File: config.mk
export PLATFORM = sky130hd
export DESIGN_NAME = button_debouncer
export DESIGN_NICKNAME = d
export VERILOG_FILES = /design/src/rtl/button_debouncer_pkg.sv /design/src/rtl/debounce_channel.sv /design/src/rtl/button_debouncer.sv
export SDC_FILE = /design/constraint.sdc
export NUM_CORES = 1
export LEC_CHECK = 0
export ABC_AREA = 1
export BUFFER_PORTS_ARGS = -buffer_cell sky130_fd_sc_hd__buf_2
export CAP_MARGIN = 20
export CORE_ASPECT_RATIO = 1.2
export CORE_MARGIN = 4
export CORE_UTILIZATION = 47
export DETAILED_ROUTE_END_ITERATION = 16
export PLACE_DENSITY_LB_ADDON = 0.2
export SLEW_MARGIN = 10
export SYNTH_ARGS = -nofsm -noshare
export SYNTH_HDL_FRONTEND = slang
export SYNTH_HIERARCHICAL = 1
export SYNTH_SLANG_ARGS = --single-unit
File: constraint.sdc
create_clock -name clk -period 3.5 [get_ports clk]
set_clock_uncertainty 0.2 [all_clocks]
set_input_delay 0.875 -clock clk [delete_from_list [all_inputs] [get_ports clk]]
set_output_delay 0.875 -clock clk [all_outputs]
set_load 0.03 [all_outputs]
File: src/rtl/button_debouncer_pkg.sv
// Shared constants and filter state encoding for the button debouncer.
package button_debouncer_pkg;

   localparam int CLK_FREQ_HZ           = 12_000_000;
   localparam int DEBOUNCE_MS_DEFAULT   = 20;
   localparam int STABLE_CYCLES_DEFAULT = (CLK_FREQ_HZ / 1000) * DEBOUNCE_MS_DEFAULT;

   typedef enum logic [1:0] {
      LOW          = 2'd0,
      LOW_PENDING  = 2'd1,
      HIGH         = 2'd2,
      HIGH_PENDING = 2'd3
   } filt_state_e;

endpackage

File: src/rtl/debounce_channel.sv
// Single-bit debouncer: two-flop synchroniser, stability filter FSM and edge pulses.
//
// state        | meaning
// LOW          | accepted level 0, synchronised input agrees
// LOW_PENDING  | accepted level 0, input has been 1 for cnt_q+1 edges
// HIGH         | accepted level 1, synchronised input agrees
// HIGH_PENDING | accepted level 1, input has been 0 for cnt_q+1 edges
module debounce_channel
   import button_debouncer_pkg::*;
#(
   parameter int STABLE_CYCLES = STABLE_CYCLES_DEFAULT
) (
   input  logic clk_i,
   input  logic rst_i,
   input  logic btn_i,
   output logic level_o,
   output logic rise_o,
   output logic fall_o
);

   localparam int               CNT_W    = $clog2(STABLE_CYCLES + 1);
   localparam logic [CNT_W-1:0] CNT_LAST = CNT_W'(STABLE_CYCLES - 1);

   logic             sync1_q, sync2_q;
   filt_state_e      state_q, state_d;
   logic [CNT_W-1:0] cnt_q, cnt_d;
   logic             rise_q, rise_d;
   logic             fall_q, fall_d;

   always_ff @(posedge clk_i) begin
      if (rst_i) begin
         sync1_q <= 1'b0;
         sync2_q <= 1'b0;
         state_q <= LOW;
         cnt_q   <= '0;
         rise_q  <= 1'b0;
         fall_q  <= 1'b0;
      end else begin
         sync1_q <= btn_i;
         sync2_q <= sync1_q;
         state_q <= state_d;
         cnt_q   <= cnt_d;
         rise_q  <= rise_d;
         fall_q  <= fall_d;
      end
   end

   // Any cycle of agreement drops back to the stable state and clears the count.
   always_comb begin
      state_d = state_q;
      cnt_d   = cnt_q;
      rise_d  = 1'b0;
      fall_d  = 1'b0;
      case (state_q)
         LOW, LOW_PENDING: begin
            if (!sync2_q) begin
               state_d = LOW;
               cnt_d   = '0;
            end else if (cnt_q == CNT_LAST) begin
               state_d = HIGH;
               cnt_d   = '0;
               rise_d  = 1'b1;
            end else begin
               state_d = LOW_PENDING;
               cnt_d   = cnt_q + CNT_W'(1);
            end
         end
         HIGH, HIGH_PENDING: begin
            if (sync2_q) begin
               state_d = HIGH;
               cnt_d   = '0;
            end else if (cnt_q == CNT_LAST) begin
               state_d = LOW;
               cnt_d   = '0;
               fall_d  = 1'b1;
            end else begin
               state_d = HIGH_PENDING;
               cnt_d   = cnt_q + CNT_W'(1);
            end
         end
         default: begin
            state_d = LOW;
            cnt_d   = '0;
         end
      endcase
   end

   assign level_o = (state_q == HIGH) || (state_q == HIGH_PENDING);
   assign rise_o  = rise_q;
   assign fall_o  = fall_q;

endmodule

File: src/rtl/button_debouncer.sv
// Multi-channel push-button debouncer feeding the gate exercises.
// Define BUTTON_DEBOUNCER_ACTIVE_LOW_EN for pull-up buttons (0 = pressed on btn_in).
module button_debouncer
   import button_debouncer_pkg::*;
#(
   parameter int WIDTH         = 2,
   parameter int STABLE_CYCLES = STABLE_CYCLES_DEFAULT
) (
   input  logic             clk,
   input  logic             rst,
   input  logic [WIDTH-1:0] btn_in,
   output logic [WIDTH-1:0] btn_out,
   output logic [WIDTH-1:0] btn_rise,
   output logic [WIDTH-1:0] btn_fall
);

   logic [WIDTH-1:0] pressed;

`ifdef BUTTON_DEBOUNCER_ACTIVE_LOW_EN
   assign pressed = ~btn_in;
`else
   assign pressed = btn_in;
`endif

   for (genvar g = 0; g < WIDTH; g++) begin : g_ch
      debounce_channel #(
         .STABLE_CYCLES (STABLE_CYCLES)
      ) u_ch (
         .clk_i   (clk),
         .rst_i   (rst),
         .btn_i   (pressed[g]),
         .level_o (btn_out[g]),
         .rise_o  (btn_rise[g]),
         .fall_o  (btn_fall[g])
      );
   end

endmodule

Word-level counts from Yosys, hierarchy flattened. Cells that the tools add are included.

Output and inout bits: 6. Register bits after elaboration: 48. Input bits: 4.

Equality and inequality tests: 8. Muxes and demuxes: 20. Reduce and logical (&&, ||, !) cells: 12. Add/sub/neg operators: 2. Bitwise operators: 6.

Operators with widths (count): two-way mux 18 bit (6); one-hot mux 18 bit (2 select lines) (2); adder 18 x 1 -> 18 bit (second input constant) (2); == test 18 bit (second input constant) (2); two-way mux 2 bit (8); OR reduction 3 bit (4); == test 2 bit (second input constant) (4); one-hot mux 2 bit (2 select lines) (2); OR reduction 2 bit (4); NOT 1 bit (6); == test 2 x 1 -> 1 bit (second input constant) (2); logical NOT 2 bit (2); logical OR 1 bit (2); two-way mux 1 bit (2).

Depth between registers and ports, before layout.
Depth after elaboration: 4. Depth in mapped cells: 9.

Cells and area by module. Netlist, hierarchy kept.

By module, submodules not included: debounce_channel (g_ch[0].u_ch) (cells an instance 148, instances 1, seq. area each 460.4 um^2, area each 1133.6 um^2); debounce_channel (g_ch[1].u_ch) (cells an instance 145, instances 1, seq. area each 460.4 um^2, area each 1102.3 um^2).

Least setup slack after synthesis. OpenSTA, ideal clock, no wires.

Path kind: reg-to-output. From: register g_ch[0].u_ch.state_q[1]. To: output btn_out[0]. Stages on the path, launching flop included: 2. Data required time: 2425 ps. Buffers on the path: 1. Arrival: 663 ps. Setup slack: 1762 ps. Cell sequence: dfxtp_1 dlygate4sd1_1.

Word-level cells in the longest chain between the ends: 2. Elaborated cells on any way between the ends: 3. Those cells by class: eq/ne (2); reduce/logical (1).

RTL lines: start: declaration (line debounce_channel.sv:25) `filt_state_e state_q, state_d;`; start signal: assignment (line debounce_channel.sv:41) `state_q <= state_d;`; == test 2 bit (line debounce_channel.sv:88) `assign level_o = (state_q == HIGH) || (state_q == HIGH_PENDING);`; logical OR 1 bit (*) (line debounce_channel.sv:88); end: declaration (line button_debouncer.sv:12) `output logic [WIDTH-1:0] btn_out,`.

Every way passes the cells marked *; elsewhere a longest branch is shown, timed or not.

Worst setup path after layout.
From: register g_ch[1].u_ch.state_q[1]. To: output btn_out[1].

Word-level cells in the longest chain between the ends: 2. Elaborated cells on any way between the ends: 3. Those cells by class: eq/ne (2); reduce/logical (1).

RTL lines (line): start: declaration (debounce_channel.sv:25); start signal: assignment (debounce_channel.sv:41); == test 2 bit (debounce_channel.sv:88); logical OR 1 bit (*) (debounce_channel.sv:88).

Marks and branches as above.

==> flow_metrics.env <==
export IMPL_status="completed"
export IMPL_synth_fp_nets=299
export IMPL_drc=0
export IMPL_grt_pass1_vias=1624
export IMPL_reg2reg_setup_slack_ps=1720
export IMPL_final_cell_mix="nand2_1, nor2_1, dfxtp_1, inv_1, nor2_2"
export IMPL_cts_sinks=46
export IMPL_cp_start_kind="flop"
export IMPL_synth_top_family_by_area="simple AND/OR/NAND/NOR gates"
export IMPL_grt_max_degree=17
export IMPL_drv_slew=0
export IMPL_path_class="flop to output port"
export IMPL_seq_area_frac_synth=0.412
export IMPL_port_buffers=9
export IMPL_dp_hpwl_mm=2.86
export IMPL_clockPowerShare=0.417
export IMPL_synth_edf_count=0
export IMPL_post_cts_resized=0
export IMPL_min_period_ps=1910
export IMPL_die_width_um=71.0
export IMPL_clkLatencyLatePin_ps=300
export IMPL_ys_warn_count=6
export IMPL_fin_tns_setup_ps=0
export IMPL_clock_tree_buffer_depth=2
export IMPL_drt_first_iter_violations=44
export IMPL_syn2layout_area_growth_pct=7.83
export IMPL_synth_xor_area_frac=0.0862
export IMPL_first_pass_iters=4
export IMPL_power_internal_w=0.000743
export IMPL_drt_total_wl_mm=3.77
export IMPL_max_stage_delay_ps=340
export IMPL_power_density_nw_per_um2=386
export IMPL_worst_slew_pin_slew_ps=443
export IMPL_r2r_end="g_ch[1].u_ch/cnt_q[10]"
export IMPL_hold_class="flop to flop"
export IMPL_p_comb_frac=0.017
export IMPL_grt_pass1_wl_mm=6.74
export IMPL_cp_buffers_inverters=1
export IMPL_synthArstFlopShare=0
export IMPL_switchingPower_w=0.000188
export IMPL_cts_htree_levels=2
export IMPL_final_common_cell="nand2_1"
export IMPL_crit_path_cell_trace="buf_2"
export IMPL_reg2regPathDepth=7
export IMPL_grt_total_usage=0.141
export IMPL_antenna_found_initial=0
export IMPL_hold_viol=0
export IMPL_hold_slack_ps=206
export IMPL_grt_setup_unrepaired="no"
export IMPL_irDropWorstVdd_mv=0.229
export IMPL_synth_area_per_cell_um2=7.63
export IMPL_gp_congestion=0.797
export IMPL_synth_cells=293
export IMPL_hold_path_depth=2
export IMPL_synth_compound_area_frac=0.0257
export IMPL_diodes=0
export IMPL_required_ps=2420
export IMPL_fin_crit_sh=0.547
export IMPL_core_area_um2=4590
export IMPL_p_seq_frac=0.566
export IMPL_min_to="g_ch[1].u_ch/sync2_q"
export IMPL_worstSetupEndpointType="output port"
export IMPL_synthAdderAreaFrac=0.0112
export IMPL_syn_area_um2=2240
export IMPL_slowest_stage="dfxtp_1"
export IMPL_die_h_um=83.6
export IMPL_initial_core_util=0.487
export IMPL_cts_buffers=5
export IMPL_row_count=27
export IMPL_total_power_w=0.000931
export IMPL_via_count=1701
export IMPL_finish_utilization=0.525
export IMPL_clkTransAtPathRegs_ps=80
export IMPL_synth_ff_type="dfxtp_1"
export IMPL_cts_tree="yes"
export IMPL_slew_headroom=0.703
export IMPL_drv_cap=0
export IMPL_yosysUniqueCellTypes=28
export IMPL_post_cts_buffers=0
export IMPL_yosys_area_share_simple=0.387
export IMPL_p_leak_nw=0.833
export IMPL_critPathArrivalTime_ps=840
export IMPL_setup_viol=0
export IMPL_worstPathMaxFanout=2
export IMPL_nFillCells=447
export IMPL_die_area_um2=5930
export IMPL_viasPerCell=4.67
export IMPL_nNetsFinal=311
export IMPL_antenna_left=0
export IMPL_min_delay_start="g_ch[1].u_ch/sync1_q"
export IMPL_overflow=0
export IMPL_pin_count=10
export IMPL_cp_top_family="flip-flops"
export IMPL_dp_slack_ps=1640
export IMPL_reg2reg_from="g_ch[1].u_ch/cnt_q[0]"
export IMPL_max_freq_ghz=0.523
export IMPL_cts_root_buf="clkbuf_8"
export IMPL_swShare=0.202
export IMPL_synth_seq_cells=46
export IMPL_synthMuxAreaShare=0
export IMPL_setup_ws_ps=1590
export IMPL_drive_above_1_share=0.193
export IMPL_cts_hold_fix_buffers=0
export IMPL_post_drt_wl_per_cell_um=10.4
==> synth_stat cells, types with 4 or more instances <==
master | instances | area [µm²]
a31oi_1 | 4 | 25.0
xnor2_1 | 12 | 105
nor3_1 | 9 | 45.0
xor2_1 | 10 | 87.6
nand4_1 | 4 | 25.0
nand2_1 | 58 | 218
nand2_2 | 8 | 50.1
nor2_2 | 23 | 144
dfxtp_1 | 46 | 921
inv_1 | 30 | 113
nand3_1 | 12 | 60.1
nor2_1 | 57 | 214
==> through the flow <==
stage,area (µm²),instances
3_3_place_gp,2300,356
4_1_cts,2410,364
6_report,2410,364
3_5_place_dp,2300,356
5_1_grt,2410,364
2_1_floorplan,2240,293
==> flip-flops by register name (all words and copies together), names as in the netlist <==
| register | count |
|---|---|
| g_ch.u_ch/sync1_q | 2 |
| g_ch.u_ch/rise_o | 2 |
| g_ch.u_ch/fall_o | 2 |
| g_ch.u_ch/state_q | 2 |
| g_ch.u_ch/cnt_q | 36 |
| g_ch.u_ch/sync2_q | 2 |
==> how the worst max path moves through the flow <==
stage                                        from                endpoint  cells past startpoint
after CTS                 g_ch[1].u_ch/state_q[1]              btn_out[1]                      1
after detailed placement                      rst  g_ch[0].u_ch/cnt_q[11]                      4
final                     g_ch[1].u_ch/state_q[1]              btn_out[1]                      1
after global placement                        rst  g_ch[0].u_ch/cnt_q[15]                      4
after floorplan           g_ch[0].u_ch/state_q[1]              btn_out[0]                      1
after global routing      g_ch[1].u_ch/state_q[1]              btn_out[1]                      1
==> cell type report <==
class / instances / area, µm² / share of cell area
Clock buffer: 6 / 72.6 / 0.0301
Clock inverter: 2 / 37.5 / 0.0156
Inverter: 32 / 121 / 0.0503
Multi-Input combinational cell: 211 / 1140 / 0.473
Sequential cell: 46 / 921 / 0.382
Tap cell: 58 / 72.6 / 0.0301
Timing Repair Buffer: 9 / 45.0 / 0.0187
==> power groups by stage <==
stage / Combinational [W] / Clock, W / Sequential, W
floorplan: 0.0000124 / 0 / 0.000540
global placement: 0.0000155 / 0 / 0.000540
detailed placement: 0.0000157 / 0 / 0.000540
CTS: 0.0000157 / 0.000402 / 0.000527
global route: 0.0000177 / 0.000424 / 0.000528
finish: 0.0000154 / 0.000388 / 0.000527
==> kinds of logic (layout without fill, tap and decap cells) <==
family,count (synthesis),in the layout
xor gates and xnor gates,22,22
and+or+nand+nor,181,181
DFF,46,46
adders and majority gates,2,2
buffers and inverters,36,49
AOI/OAI and AO/OA,6,6
==> layer usage <==
layer  part of all wire  up-vias  track usage  routed length [µm]
met5                  0        -            0                   0
met4              0.015        0       0.0513                  58
met3              0.020        7       0.0434                  77
met2               0.52       11        0.245                1950
met1               0.45      762        0.159                1680
li1                   -      921            -                   -
Note: power is estimated with default switching activity, not from simulation.
